File: src/rtl/mac_share_arbiter.sv
// mac_share_arbiter: round-robin sharing of one MAC engine between NREQ
// requesters. One operand pair is in flight at a time: accept, issue to the
// engine, wait for the result, then hand it back to the granted requester.
module mac_share_arbiter #(
  parameter int WIDTH = 16,
  parameter int NREQ  = 2,
  parameter int IDW   = 3,
  parameter int CNTW  = 16
) (
  input  logic                  clock,
  input  logic                  reset_n,
  input  logic [NREQ-1:0]       req_valid,
  output logic [NREQ-1:0]       req_ready,
  input  logic [NREQ*WIDTH-1:0] req_x,
  input  logic [NREQ*WIDTH-1:0] req_y,
  output logic [NREQ-1:0]       rsp_valid,
  input  logic [NREQ-1:0]       rsp_ready,
  output logic [WIDTH-1:0]      rsp_data,
  output logic [IDW-1:0]        grant_id,
  output logic                  mac_input_valid,
  input  logic                  mac_input_ready,
  output logic [WIDTH-1:0]      mac_x,
  output logic [WIDTH-1:0]      mac_y,
  input  logic                  mac_output_valid,
  output logic                  mac_output_ready,
  input  logic [WIDTH-1:0]      mac_result,
  output logic                  busy,
  output logic [CNTW-1:0]       op_count
);

  localparam logic [1:0] ST_IDLE  = 2'd0;
  localparam logic [1:0] ST_ISSUE = 2'd1;
  localparam logic [1:0] ST_WAIT  = 2'd2;
  localparam logic [1:0] ST_RESP  = 2'd3;

  logic [1:0]       state_q, state_d;
  logic [IDW-1:0]   rr_ptr_q, rr_ptr_d;
  logic [IDW-1:0]   grant_q, grant_d;
  logic [WIDTH-1:0] x_q, x_d;
  logic [WIDTH-1:0] y_q, y_d;
  logic [WIDTH-1:0] rsp_data_q, rsp_data_d;
  logic [CNTW-1:0]  op_count_q, op_count_d;

  logic             pick_found;
  logic [IDW-1:0]   pick_idx;
  logic [NREQ-1:0]  pick_onehot;
  logic [WIDTH-1:0] pick_x;
  logic [WIDTH-1:0] pick_y;
  logic             gnt_rsp_ready;

  // Round-robin pick: first pass scans rr_ptr..NREQ-1, second pass wraps to
  // 0..rr_ptr-1; together they give the cyclic order from rr_ptr.
  always_comb begin
    pick_found  = 1'b0;
    pick_idx    = '0;
    pick_onehot = '0;
    pick_x      = '0;
    pick_y      = '0;
    for (int unsigned i = 0; i < NREQ; i++) begin
      if (!pick_found && req_valid[i] && (i >= 32'(rr_ptr_q))) begin
        pick_found     = 1'b1;
        pick_idx       = IDW'(i);
        pick_onehot[i] = 1'b1;
        pick_x         = req_x[i*WIDTH +: WIDTH];
        pick_y         = req_y[i*WIDTH +: WIDTH];
      end
    end
    for (int unsigned i = 0; i < NREQ; i++) begin
      if (!pick_found && req_valid[i]) begin
        pick_found     = 1'b1;
        pick_idx       = IDW'(i);
        pick_onehot[i] = 1'b1;
        pick_x         = req_x[i*WIDTH +: WIDTH];
        pick_y         = req_y[i*WIDTH +: WIDTH];
      end
    end
  end

  // Response routing: only the granted requester sees rsp_valid, and only its
  // rsp_ready is honoured.
  always_comb begin
    rsp_valid     = '0;
    gnt_rsp_ready = 1'b0;
    for (int unsigned i = 0; i < NREQ; i++) begin
      if (grant_q == IDW'(i)) begin
        rsp_valid[i]  = (state_q == ST_RESP);
        gnt_rsp_ready = rsp_ready[i];
      end
    end
  end

  // req_ready is gated by reset_n so it stays low during reset even though
  // the state register already reads IDLE.
  always_comb begin
    req_ready        = (state_q == ST_IDLE && reset_n) ? pick_onehot : '0;
    mac_input_valid  = (state_q == ST_ISSUE);
    mac_output_ready = (state_q == ST_WAIT);
    mac_x            = x_q;
    mac_y            = y_q;
    busy             = (state_q != ST_IDLE);
    grant_id         = grant_q;
    rsp_data         = rsp_data_q;
    op_count         = op_count_q;
  end

  // Next-state and datapath updates for the four-phase transaction.
  always_comb begin
    state_d    = state_q;
    rr_ptr_d   = rr_ptr_q;
    grant_d    = grant_q;
    x_d        = x_q;
    y_d        = y_q;
    rsp_data_d = rsp_data_q;
    op_count_d = op_count_q;
    case (state_q)
      ST_IDLE: begin
        if (pick_found) begin
          x_d      = pick_x;
          y_d      = pick_y;
          grant_d  = pick_idx;
          rr_ptr_d = (pick_idx == IDW'(NREQ - 1)) ? '0 : pick_idx + 1'b1;
          state_d  = ST_ISSUE;
        end
      end
      ST_ISSUE: begin
        if (mac_input_ready) state_d = ST_WAIT;
      end
      ST_WAIT: begin
        if (mac_output_valid) begin
          rsp_data_d = mac_result;
          state_d    = ST_RESP;
        end
      end
      default: begin
        if (gnt_rsp_ready) begin
          op_count_d = op_count_q + 1'b1;
          state_d    = ST_IDLE;
        end
      end
    endcase
  end

  // State registers with asynchronous active-low reset.
  always_ff @(posedge clock or negedge reset_n) begin
    if (!reset_n) begin
      state_q    <= ST_IDLE;
      rr_ptr_q   <= '0;
      grant_q    <= '0;
      x_q        <= '0;
      y_q        <= '0;
      rsp_data_q <= '0;
      op_count_q <= '0;
    end else begin
      state_q    <= state_d;
      rr_ptr_q   <= rr_ptr_d;
      grant_q    <= grant_d;
      x_q        <= x_d;
      y_q        <= y_d;
      rsp_data_q <= rsp_data_d;
      op_count_q <= op_count_d;
    end
  end

endmodule

File: config.mk
export PLATFORM = sky130hd
export DESIGN_NAME = mac_share_arbiter
export DESIGN_NICKNAME = d
export VERILOG_FILES = /design/src/rtl/mac_share_arbiter.sv
export SDC_FILE = /design/constraint.sdc
export NUM_CORES = 1
export LEC_CHECK = 0
export BUFFER_PORTS_ARGS = -buffer_cell sky130_fd_sc_hd__buf_2
export CORE_AREA = 2 2 88 81
export CTS_CLUSTER_SIZE = 28
export DETAILED_ROUTE_END_ITERATION = 8
export DIE_AREA = 0 0 90 83
export PLACE_DENSITY_LB_ADDON = 0.25
export SLEW_MARGIN = 15
export SYNTH_ARGS = -nofsm -noshare
export SYNTH_HDL_FRONTEND = slang
export SYNTH_SLANG_ARGS = --single-unit
File: constraint.sdc
create_clock -name clock -period 3.95 [get_ports clock]
set_clock_uncertainty 0.1 [all_clocks]
set_input_delay 0.79 -clock clock [delete_from_list [all_inputs] [get_ports clock]]
set_output_delay 0.79 -clock clock [all_outputs]
set_load 0.01 [all_outputs]
Word-level counts from Yosys, hierarchy flattened
Index checks and enable logic that the tools add are counted.
Widths: inputs -> output; s select.
Word-level totals
  output and inout bits: 74
  input port bits: 88
  bits in writable memories: 0
  memories: 0
  latch bits: 0
  ROM bits: 0
  register bits: 72
Operators by class
  divide/modulo/power cells: 0
  multiply operators: 0
  reduce and logical (&&, ||, !) cells: 18
  eq/ne operators: 8
  mux-type cells: 29
  shift-type cells: 0
  add/sub/neg operators: 2
  $lt $le $gt $ge: 2
  bitwise gates (word level): 1
Operators with widths (count)
  $mux 16: 8
  $add 16x1->16 const B: 1
  $mux 1: 12
  $mux 2: 5
  $mux 3: 3
  $eq 3x1->1 const B: 2
  $ge 1x3->1 const A: 2
  $logic_and 1x1->1: 6
  $pmux 2 s3: 1
  $reduce_and 2->1: 3
  $eq 2x2->1 const B: 2
  $ne 2x2->1 const B: 2
  $reduce_and 4->1: 1
  $reduce_bool 4->1: 1
  $add 3x1->3 const B: 1
  $logic_not 1->1: 3
  $logic_not 3->1: 1
  $reduce_or 3->1: 1
  $eq 2x1->1 const B: 1
  $logic_not 2->1: 1
  $ne 2x1->1 const B: 1
  $reduce_bool 2->1: 1
  $not 1->1: 1

Depth between registers and ports, before layout
Gate-level depths: netlist (run 1).
  word-level depth: 15
  depth in mapped cells: 8
  depth with buffers taken out: 6

Worst setup path after synthesis (run 1)
Ideal clock, no wire load.
  path kind: input-to-output
  start point: input port req_valid[1]
  end point: output port req_ready[1]
  data required time: 3.060 ns
  setup slack: 1.612 ns
  data arrival time: 1.448 ns
  stages on the path: 3
  path through: a21boi_2 > buf_2 > and3_1
On the way
  longest elaborated chain between the ends: 10
  elaborated cells between the ends (all ways): 11
  classes of those cells: 5 x mux; 6 x reduce/logical
Ends and longest elaborated chain
  start, declared: RTL line 12  | input logic [NREQ-1:0] req_valid,
  $logic_and 1x1->1 (2 in series): RTL line 60  | if (!pick_found && req_valid[i] && (i >= 32'(rr_ptr_q))) begin
  $mux 1: RTL line 60
  $logic_not 1->1: RTL line 69  | if (!pick_found && req_valid[i]) begin
  $logic_and 1x1->1: RTL line 69
  $mux 1: RTL line 69
  $logic_not 1->1: RTL line 69
  $logic_and 1x1->1: RTL line 69
  $mux 1 *: RTL line 69
  $mux 2 *: RTL line 95  | req_ready = (state_q == ST_IDLE && reset_n) ? pick_onehot : '0;
  end, declared: RTL line 13  | output logic [NREQ-1:0] req_ready,
Mark *: on every way between the ends. The rest lies on a longest branch, timed or not.

Final worst setup path (run 1)
  start point: register state_q[1]
  end point: output port req_ready[1]
On the way
  longest elaborated chain between the ends: 3
Ends and longest elaborated chain
  start, declared: RTL line 36  | logic [1:0] state_q, state_d;
  start signal, assigned: RTL line 154  | state_q <= state_d;
  $logic_not 2->1: RTL line 95
  $logic_and 1x1->1: RTL line 95
  $mux 2: RTL line 95
Every way passes these cells.

==> results of run 1 <==
[layer usage]
metal / vias to the layer above / wire (microns)
met3: 12 / 391
met1: 1266 / 2990
met2: 82 / 3690
met5: - / 0
li1: 1277 / -
met4: 0 / 111
[final timing paths]
| check | start | end | slack [ns] |
|---|---|---|---|
| hold / removal | op_count[15] | op_count[15] | 0.37 |
| setup / recovery | state_q[1] | req_ready[1] | 1.42 |
| hold reg to reg | op_count[15] | op_count[15] | 0.37 |
| setup reg to reg | state_q[1] | mac_x[4] | 1.96 |
| max in group asynchronous | reset_n | mac_x[3] | 2.59 |
| min in group asynchronous | reset_n | mac_x[1] | 0.56 |
[synthesized netlist by cell type, types with 3 or more instances]
library cell	count
sky130_fd_sc_hd__o21ai_0	14
sky130_fd_sc_hd__inv_1	8
sky130_fd_sc_hd__nand3_1	4
sky130_fd_sc_hd__a22oi_1	32
sky130_fd_sc_hd__nor2_1	8
sky130_fd_sc_hd__dfrtp_1	68
sky130_fd_sc_hd__mux2_2	17
sky130_fd_sc_hd__xnor2_1	9
sky130_fd_sc_hd__and3_1	4
sky130_fd_sc_hd__xor2_1	6
sky130_fd_sc_hd__ha_1	5
sky130_fd_sc_hd__o21ai_1	19
sky130_fd_sc_hd__buf_2	11
sky130_fd_sc_hd__nand2_1	41
sky130_fd_sc_hd__buf_4	4
sky130_fd_sc_hd__nand4_1	3
[power groups by stage]
stage | Clock (W) | Combinational, W | Sequential [W]
after global routing | 0.000542 | 0.00122 | 0.00114
after global placement | 0 | 0.00108 | 0.00111
after CTS | 0.000511 | 0.00112 | 0.00110
after detailed placement | 0 | 0.00111 | 0.00112
after floorplan | 0 | 0.000563 | 0.00123
final | 0.000490 | 0.00110 | 0.00110
[cells by family (layout without fill, tap and decap cells)]
group | Yosys count | after routing | synth area share [%]
xor gates and xnor gates | 15 | 15 | 4.30
other | 1 | 2 | 0.123
and+or+nand+nor | 70 | 70 | 11.2
buffers and inverters | 25 | 187 | 4.06
DFF | 68 | 68 | 55.7
adders and majority gates | 5 | 5 | 2.05
muxes | 18 | 18 | 6.76
AOI/OAI and AO/OA | 73 | 73 | 15.8
[state kept, by name, summed over array words and instances, names as in the netlist]
register  count
grant_id      1
op_count     16
state_q       2
mac_y        16
mac_x        16
rsp_data     16
rr_ptr_q      1
[layout make-up]
| class | count | area share (%) |
|---|---|---|
| sequential | 68 | 41.7 |
| multi-input combinational | 183 | 30.5 |
| timing repair buffer | 163 | 20.2 |
| clock buffer | 11 | 3.46 |
| tap | 90 | 2.76 |
| inverter | 8 | 0.736 |
| clock inverter | 5 | 0.674 |
[layout by cell type, fill, tap and decap left out, types with 3 or more instances in the layout]
master,count
sky130_fd_sc_hd__buf_2,159
sky130_fd_sc_hd__nand3_1,4
sky130_fd_sc_hd__clkbuf_8,10
sky130_fd_sc_hd__inv_1,8
sky130_fd_sc_hd__nor2_1,8
sky130_fd_sc_hd__a22oi_1,32
sky130_fd_sc_hd__and3_1,4
sky130_fd_sc_hd__o21ai_1,19
sky130_fd_sc_hd__ha_1,5
sky130_fd_sc_hd__mux2_2,17
sky130_fd_sc_hd__dfrtp_1,68
sky130_fd_sc_hd__nand4_1,3
sky130_fd_sc_hd__o21ai_0,13
sky130_fd_sc_hd__nand2_1,41
sky130_fd_sc_hd__buf_4,4
sky130_fd_sc_hd__clkinv_2,4
sky130_fd_sc_hd__xor2_1,6
sky130_fd_sc_hd__xnor2_1,9
[through the flow]
step / setup slack, ns / total power, W / std cells
3_5_place_dp: 1.62 / 0.00223 / 512
4_1_cts: 1.40 / 0.00273 / 528
6_report: 1.42 / 0.00269 / 528
3_3_place_gp: 1.66 / 0.00219 / 512
5_1_grt: 1.29 / 0.00291 / 528
2_1_floorplan: 1.61 / 0.00179 / 276
==> results_tabular.tex, run 1 <==
\begin{tabular}{lr}
\hline
Metric & Value \\
\hline
\multicolumn{2}{l}{\textbf{Outcome}} \\
Run status & completed \\
\multicolumn{2}{l}{\textbf{Clock network}} \\
Cts hold-fix bufs & 0 \\
Worst-path clk slew & 0.07 ns \\
CTS tree & done \\
Clock Tree Root & sky130\_fd\_sc\_hd\_\_clkbuf\_8 \\
Number of H-tree branching levels & 3 \\
Post CTS Setup Buffer Count & 0 \\
CTS buffer count & 9 \\
Number of buffers on the longest clock path & 2 \\
Clock Sinks & 68 \\
Clock latency of the later-clocked register in the worst-skew pair & 0.33 ns \\
Cells resized by post-CTS repair & 0 \\
\multicolumn{2}{l}{\textbf{Flow run}} \\
Max-cap viol count & 0 \\
\multicolumn{2}{l}{\textbf{Layout}} \\
Post-layout instance area & 0.00408 sq mm \\
Total of fill cells in the finished design & 583 \\
Final core area utilization & 62.7\% \\
Count of antenna diodes in the layout & 0 \\
Proportion of layout cells with a drive suffix above 1 & 47.5\% \\
Layout overhead on the synthesized area & 33.7\% \\
Final Net Count & 526 \\
Multi-input gate area & 0.00124 sq mm \\
Storage element area & 0.00170 sq mm \\
\multicolumn{2}{l}{\textbf{STA}} \\
Final total negative setup slack & 0 ns \\
Achievable Freq & 395 MHz \\
Hold violation count in the final report & 0 \\
Number of slew-limit violations in the final report & 0 \\
Final Hold Slack & 0.366 ns \\
Final period util & 64.1\% \\
Slew of the pin with the lowest slew margin & 0.851 ns \\
Max-slew headroom at the worst pin & 43.3\% \\
RSZ-0062 raised after global routing & false \\
Clock period minus worst slack & 2.53 ns \\
Number of setup violations in the final report & 0 \\
\multicolumn{2}{l}{\textbf{Setup path}} \\
Stage delay of the slowest cell on the critical path & 0.44 ns \\
Crit path capture type & output port \\
Peak fanout along the critical path & 10 \\
Instance count on the critical path & 4 \\
Data required time of the worst path & 3.06 ns \\
Critical Path Start Type & flop \\
Worst path arrival time & 1.64 ns \\
Top cell family by delay on the critical path & adder cells \\
Worst path buffer plus inverter count & 2 \\
Number of cells traversed by the worst register-to-register path & 6 \\
Critical setup path kind & reg2out \\
Cell-by-cell listing of the critical path & inv\_1 > ha\_1 > and3\_1 > buf\_2 \\
Max stage delay cell, worst path & sky130\_fd\_sc\_hd\_\_ha\_1 \\
\multicolumn{2}{l}{\textbf{Global route}} \\
Met3 Track Usage GR & 6.35\% \\
Pin count of the biggest net entering global routing & 69 \\
Global-route wire length before repair & 12.3 mm \\
All-Layer GR Usage & 20.3\% \\
Number of global-route vias before repair & 2647 \\
Most congested layer reported by global routing & met2 \\
GR met2 Demand/Resource & 36.8\% \\
Number of antenna violations at the first check in global routing & 0 \\
GR Layer Usage met1 & 22.7\% \\
Remaining global-route overflow & 0 \\
\multicolumn{2}{l}{\textbf{Power and ir drop}} \\
Share of total power consumed by net switching & 37.2\% \\
Leakage power summed over all cells & 2.16 nW \\
P\_sw & 0.00100 W \\
Areal power density over the cells & 660 mW/mm\^{}2 \\
Combinational power share & 40.8\% \\
Clock network fraction of design power & 18.2\% \\
Internal portion of total power & 0.00169 W \\
Part of the total power dissipated in sequential elements & 41.0\% \\
Maximum VDD drop & 0.445 mV \\
\multicolumn{2}{l}{\textbf{Yosys}} \\
Cells taking the most area after synthesis & sky130\_fd\_sc\_hd\_\_dfrtp\_1 56\%, sky130\_fd\_sc\_hd\_\_a22oi\_1 7.9\%, sky130\_fd\_sc\_hd\_\_mux2\_2 6.3\% \\
Average size of a mapped cell & 11.1 sq um \\
Proportion of synthesized flip-flops having asynchronous set or reset & 100\% \\
Area share of the leading cell type in the synthesized netlist & 55.7\% \\
Mapped Area & 0.00305 sq mm \\
Biggest area consumer among synthesized cells & sky130\_fd\_sc\_hd\_\_dfrtp\_1 \\
Number of synthesized register bits & 68 \\
Number of synthesized flops with an enable pin & 0 \\
Cell count after synthesis & 275 \\
Warnings from Yosys & 0 \\
Primary FF master, synth & sky130\_fd\_sc\_hd\_\_dfrtp\_1 \\
Count of distinct cell types in the synthesized netlist & 33 \\
Fraction of the yosys area taken by sequential cells & 55.7\% \\
\multicolumn{2}{l}{\textbf{Floorplanning}} \\
Ports & 162 \\
Area of the die & 0.00747 sq mm \\
Core area & 0.00652 sq mm \\
Floorplan die width & 90 microns \\
Die boundary height & 83 microns \\
Starting density of the core & 46.9\% \\
Placement Rows & 28 \\
\multicolumn{2}{l}{\textbf{Detailed routing}} \\
Router iterations before antenna repair & 4 \\
Violation count after the first detailed-routing iteration & 101 \\
\# DRC & 0 \\
Vias after detailed routing & 2637 \\
Per-cell via count in the routed design & 4.99 \\
Antenna-violating nets left & 0 \\
Total wire length & 7.19 mm \\
Wirelength per Cell & 13.6 microns \\
\multicolumn{2}{l}{\textbf{Place}} \\
HPWL after detailed placement & 5.36 mm \\
Number of buffer cells added on primary ports & 159 \\
Instance area after placement & 0.00391 sq mm \\
Global placement routability congestion & 0.795 \\
\multicolumn{2}{l}{\textbf{Worst hold path}} \\
Hold Crit Depth & 1 \\
Tightest Hold Check Type & reg2reg \\
\hline
\end{tabular}
Power figures use the tool's default switching activity.
==> inputs of run 2 (changes only) <==
Settings changed: CORE_AREA 2 2 88 81 to 2 2 90 84, DIE_AREA 0 0 90 83 to 0 0 92 86.
Clock period 3.95 ns to 2.61 ns, I/O delays scaled along.
==> run 2 against run 1 <==
Compared with the run above: register-to-register slack got worse by 1.3 ns; total power rose by 64%; highest routed layer unchanged; clock power grew 120%; non-clock buffer count is 1 higher; sequential power up 52%; worst setup slack lost 1.0 ns; utilization is 2.0 points lower; die area is 5.9% higher; count of clock-buffer cells in the layout did not move; first-iteration DRC count grew 9.9%.
==> results_tabular.tex, run 2 (synthesis results as in run 1) <==
\begin{tabular}{lr}
\hline
Metric & Value \\
\hline
\multicolumn{2}{l}{\textbf{Clock network}} \\
CTS buffer count & 9 \\
Post CTS Setup Buffer Count & 0 \\
CTS tree & done \\
Number of buffers on the longest clock path & 2 \\
Number of H-tree branching levels & 3 \\
Clock Sinks & 68 \\
Clock Tree Root & sky130\_fd\_sc\_hd\_\_clkbuf\_8 \\
Cells resized by post-CTS repair & 0 \\
Cts hold-fix bufs & 0 \\
Worst-path clk slew & 0.07 ns \\
Clock latency of the later-clocked register in the worst-skew pair & 0.34 ns \\
\multicolumn{2}{l}{\textbf{STA}} \\
RSZ-0062 raised after global routing & false \\
Slew of the pin with the lowest slew margin & 0.850 ns \\
Number of setup violations in the final report & 0 \\
Clock period minus worst slack & 2.24 ns \\
Achievable Freq & 446 MHz \\
Number of slew-limit violations in the final report & 0 \\
Max-slew headroom at the worst pin & 43.4\% \\
Hold violation count in the final report & 0 \\
Final total negative setup slack & 0 ns \\
Final period util & 85.9\% \\
\multicolumn{2}{l}{\textbf{Setup path}} \\
Crit path capture type & output port \\
Critical setup path kind & reg2out \\
Peak fanout along the critical path & 10 \\
Worst path arrival time & 1.62 ns \\
Data required time of the worst path & 1.99 ns \\
Critical Path Start Type & flop \\
\multicolumn{2}{l}{\textbf{Place}} \\
Global placement routability congestion & 0.761 \\
HPWL after detailed placement & 5.32 mm \\
Number of buffer cells added on primary ports & 159 \\
Instance area after placement & 0.00393 sq mm \\
\multicolumn{2}{l}{\textbf{Floorplanning}} \\
Ports & 162 \\
Starting density of the core & 44.3\% \\
Area of the die & 0.00791 sq mm \\
Floorplan die width & 92 microns \\
Core area & 0.00689 sq mm \\
Placement Rows & 29 \\
Die boundary height & 86 microns \\
\multicolumn{2}{l}{\textbf{Global route}} \\
Global-route wire length before repair & 12.0 mm \\
All-Layer GR Usage & 19.2\% \\
Met3 Track Usage GR & 5.18\% \\
Number of antenna violations at the first check in global routing & 0 \\
Pin count of the biggest net entering global routing & 69 \\
Most congested layer reported by global routing & met2 \\
GR Layer Usage met1 & 23.1\% \\
Remaining global-route overflow & 0 \\
GR met2 Demand/Resource & 33.1\% \\
Number of global-route vias before repair & 2566 \\
\multicolumn{2}{l}{\textbf{Detailed routing}} \\
Total wire length & 7.15 mm \\
Wirelength per Cell & 13.4 microns \\
Per-cell via count in the routed design & 4.91 \\
Violation count after the first detailed-routing iteration & 111 \\
\# DRC & 0 \\
Router iterations before antenna repair & 4 \\
Antenna-violating nets left & 0 \\
Vias after detailed routing & 2612 \\
\multicolumn{2}{l}{\textbf{Layout}} \\
Post-layout instance area & 0.00418 sq mm \\
Commonest non-fill, non-tap cell in the layout & sky130\_fd\_sc\_hd\_\_buf\_2 \\
Final Net Count & 527 \\
Count of antenna diodes in the layout & 0 \\
Proportion of layout cells with a drive suffix above 1 & 47.8\% \\
Most frequent cells in the layout & 159 x sky130\_fd\_sc\_hd\_\_buf\_2, 68 x sky130\_fd\_sc\_hd\_\_dfrtp\_1, 41 x sky130\_fd\_sc\_hd\_\_nand2\_1, 32 x sky130\_fd\_sc\_hd\_\_a22oi\_1, 19 x sky130\_fd\_sc\_hd\_\_o21ai\_1 \\
Layout overhead on the synthesized area & 37.0\% \\
\multicolumn{2}{l}{\textbf{Power and ir drop}} \\
Maximum VDD drop & 0.580 mV \\
Areal power density over the cells & 1050 mW/mm\^{}2 \\
Leakage power summed over all cells & 2.20 nW \\
\multicolumn{2}{l}{\textbf{Outcome}} \\
Run status & completed \\
\multicolumn{2}{l}{\textbf{Flow run}} \\
Max-cap viol count & 0 \\
\multicolumn{2}{l}{\textbf{Worst hold path}} \\
Tightest Hold Check Type & in2reg \\
\hline
\end{tabular}
-- run 2: worst max-delay path, cell delays in order, from the launching register on --
cell	delay, ns
sky130_fd_sc_hd__dfrtp_1	0.41
sky130_fd_sc_hd__inv_1	0.10
sky130_fd_sc_hd__ha_1	0.41
sky130_fd_sc_hd__and3_1	0.22
sky130_fd_sc_hd__buf_2	0.13
-- run 2: final timing paths --
path | slack (ns) | end | depth (start not counted) | startpoint
setup / recovery | 0.37 | req_ready[0] | 4 | state_q[1]
hold / removal | 0.31 | rsp_data[14] | 2 | mac_result[14]
setup reg to reg | 0.71 | rsp_data[15] | 4 | state_q[0]
hold reg to reg | 0.36 | op_count[15] | 1 | op_count[15]
max in group asynchronous | 1.53 | op_count[14] | 2 | reset_n
min in group asynchronous | 0.32 | mac_x[1] | 2 | reset_n
-- run 2: report_power, final --
part           switching (W)  internal [W]  total (W)
logic               0.000903      0.000757    0.00166
registers           0.000222       0.00145    0.00167
clock network       0.000386      0.000690    0.00108
total                0.00151       0.00290    0.00441
-- run 2: stage by stage --
step	utilization, %	instances	total power [W]	hold slack [ns]	setup WS, ns
after detailed placement	56.9	516	0.00338	0.364	0.618
after global routing	60.7	532	0.00476	0.299	0.240
after floorplan	-	276	0.00271	0.126	0.808
after CTS	60.7	532	0.00448	0.295	0.331
final	60.7	532	0.00441	0.314	0.368
after global placement	56.9	516	0.00333	0.354	0.660
-- run 2: final cells by class --
type                       count  area (sq um)
clock buffer                  11           151
clock inverter                 5           106
fill                         622          2710
inverter                       8          30.0
multi-input combinational    183          1240
sequential                    68          1700
tap                           93           116
timing repair buffer         164           833
-- run 2: metal layers --
| metal | share of wire [%] | vias to the layer above |
|---|---|---|
| met4 | 1.4 | 0 |
| met1 | 42 | 1237 |
| met2 | 51 | 84 |
| met5 | 0 | - |
| met3 | 5.9 | 7 |
| li1 | - | 1284 |
==> inputs of run 3 (changes only) <==
Settings changed: CORE_AREA 2 2 90 84 to 2 2 86 88, DIE_AREA 0 0 92 86 to 0 0 88 90.
==> run 3 against run 2 <==
Compared with the run above: sequential power about the same; global-route usage down 0.42 points; count of clock-buffer cells in the layout unchanged; maximum frequency down 1.3%; design area down 1.4%; utilization down 1.9 points; critical path depth unchanged; routed wire length down 1.3%; worst setup slack worse by 0.030 ns; first-iteration DRC count down 34%; critical path type unchanged; critical endpoint is now req_ready[1].
==> results_tabular.tex, run 3 (synthesis results as in run 1) <==
\begin{tabular}{lr}
\hline
Metric & Value \\
\hline
\multicolumn{2}{l}{\textbf{Layout}} \\
Final Net Count & 528 \\
Count of antenna diodes in the layout & 0 \\
Storage element area & 0.00170 sq mm \\
Proportion of layout cells with a drive suffix above 1 & 47.5\% \\
Total of fill cells in the finished design & 631 \\
Layout overhead on the synthesized area & 35.0\% \\
Post-layout instance area & 0.00412 sq mm \\
Multi-input gate area & 0.00124 sq mm \\
Most frequent cells in the layout & 159 x sky130\_fd\_sc\_hd\_\_buf\_2, 68 x sky130\_fd\_sc\_hd\_\_dfrtp\_1, 41 x sky130\_fd\_sc\_hd\_\_nand2\_1, 32 x sky130\_fd\_sc\_hd\_\_a22oi\_1, 19 x sky130\_fd\_sc\_hd\_\_o21ai\_1 \\
Commonest non-fill, non-tap cell in the layout & sky130\_fd\_sc\_hd\_\_buf\_2 \\
\multicolumn{2}{l}{\textbf{Setup path}} \\
Critical setup path kind & reg2out \\
Crit path capture type & output port \\
Setup slack of the most critical reg-to-reg path & 0.73 ns \\
Worst path arrival time & 1.65 ns \\
Number of cells traversed by the worst register-to-register path & 4 \\
Critical Path Start Type & flop \\
Launching instance or port of the critical path & state\_q[0] \\
Peak fanout along the critical path & 10 \\
Destination of the worst register-to-register timing path & rsp\_data[0] \\
Worst flop-to-flop path startpoint & state\_q[0] \\
Timing endpoint of the critical path & req\_ready[1] \\
Data required time of the worst path & 1.99 ns \\
\multicolumn{2}{l}{\textbf{STA}} \\
Final Hold Slack & 0.317 ns \\
Achievable Freq & 440 MHz \\
Clock period minus worst slack & 2.27 ns \\
Number of setup violations in the final report & 0 \\
Final total negative setup slack & 0 ns \\
Hold violation count in the final report & 0 \\
Final period util & 87.0\% \\
Max-slew headroom at the worst pin & 45.5\% \\
Number of slew-limit violations in the final report & 0 \\
RSZ-0062 raised after global routing & false \\
Slew of the pin with the lowest slew margin & 0.818 ns \\
\multicolumn{2}{l}{\textbf{Clock network}} \\
Cts hold-fix bufs & 1 \\
Post CTS Setup Buffer Count & 0 \\
CTS tree & done \\
Cells resized by post-CTS repair & 0 \\
Clock Tree Root & sky130\_fd\_sc\_hd\_\_clkbuf\_8 \\
Worst-path clk slew & 0.07 ns \\
Number of buffers on the longest clock path & 2 \\
Clock Sinks & 68 \\
Clock latency of the later-clocked register in the worst-skew pair & 0.33 ns \\
CTS buffer count & 9 \\
Number of H-tree branching levels & 3 \\
\multicolumn{2}{l}{\textbf{Power and ir drop}} \\
Maximum VDD drop & 0.792 mV \\
Leakage power summed over all cells & 2.18 nW \\
Areal power density over the cells & 994 mW/mm\^{}2 \\
Final Total Pwr & 0.00410 W \\
\multicolumn{2}{l}{\textbf{Floorplanning}} \\
Core area & 0.00702 sq mm \\
Die boundary height & 90 microns \\
Ports & 162 \\
Placement Rows & 31 \\
Floorplan die width & 88 microns \\
Area of the die & 0.00792 sq mm \\
Starting density of the core & 43.5\% \\
\multicolumn{2}{l}{\textbf{Detailed routing}} \\
Antenna-violating nets left & 0 \\
\# DRC & 0 \\
Violation count after the first detailed-routing iteration & 73 \\
Per-cell via count in the routed design & 4.82 \\
Vias after detailed routing & 2599 \\
Total wire length & 7.06 mm \\
Wirelength per Cell & 13.1 microns \\
Router iterations before antenna repair & 4 \\
\multicolumn{2}{l}{\textbf{Outcome}} \\
Run status & completed \\
\multicolumn{2}{l}{\textbf{Global route}} \\
Most congested layer reported by global routing & met2 \\
All-Layer GR Usage & 18.8\% \\
Pin count of the biggest net entering global routing & 68 \\
Number of antenna violations at the first check in global routing & 0 \\
Number of global-route vias before repair & 2560 \\
Met3 Track Usage GR & 4.41\% \\
GR Layer Usage met1 & 23.2\% \\
Global-route wire length before repair & 11.7 mm \\
GR met2 Demand/Resource & 29.9\% \\
Remaining global-route overflow & 0 \\
\multicolumn{2}{l}{\textbf{Place}} \\
Number of buffer cells added on primary ports & 159 \\
Instance area after placement & 0.00395 sq mm \\
Global placement routability congestion & 0.744 \\
HPWL after detailed placement & 5.33 mm \\
\multicolumn{2}{l}{\textbf{Flow run}} \\
Max-cap viol count & 0 \\
\multicolumn{2}{l}{\textbf{Worst hold path}} \\
Tightest Hold Check Type & in2reg \\
\hline
\end{tabular}
-- run 3: changes by cell type in the layout (fill, tap and decap cells not counted), sizes merged --
cell         delta
dlygate4sd3     +1
clkinv          +4
bufinv          -3
inv             -1
-- run 3: area by class of cell --
type                            instances  area share, %
Multi-Input combinational cell        183           30.2
Clock buffer                           11           3.43
Timing Repair Buffer                  165           20.8
Sequential cell                        68           41.3
Clock inverter                          5          0.667
Inverter                                8          0.728
Tap cell                               99           3.00
-- run 3: worst max-delay path, cell delays in order, from the launching register on --
cell and delay [ns]:
sky130_fd_sc_hd__dfrtp_1 0.40, sky130_fd_sc_hd__inv_1 0.11, sky130_fd_sc_hd__ha_1 0.44, sky130_fd_sc_hd__and3_1 0.22, sky130_fd_sc_hd__buf_2 0.15
-- run 3: power by group --
| group | internal (W) | switching, W |
|---|---|---|
| clock network | 0.000364 | 0.000379 |
| registers | 0.00145 | 0.000219 |
| logic | 0.000770 | 0.000917 |
-- run 3: how the worst min path moves through the flow --
stage                        endpoint  depth (start not counted)  slack, ns     startpoint
after floorplan           grant_id[0]                          0       0.13        reset_n
after global placement    rr_ptr_q[0]                          1       0.23        reset_n
after detailed placement  rr_ptr_q[0]                          1       0.23        reset_n
after CTS                 rsp_data[4]                          2       0.30  mac_result[4]
after global routing      rsp_data[1]                          2       0.30  mac_result[1]
final                     rsp_data[3]                          2       0.32  mac_result[3]
-- run 3: through the flow --
stage	setup WS [ns]	std cells	util (%)
floorplan	0.808	276	-
global placement	0.749	522	56.2
detailed placement	0.707	522	56.2
CTS	0.327	539	58.7
global route	0.190	539	58.7
finish	0.338	539	58.7
-- run 3: layer usage --
layer | share of wire, % | vias up
li1 | - | 1282
met1 | 43 | 1201
met2 | 48 | 93
met3 | 6.0 | 23
met4 | 3.5 | 0
met5 | 0 | -
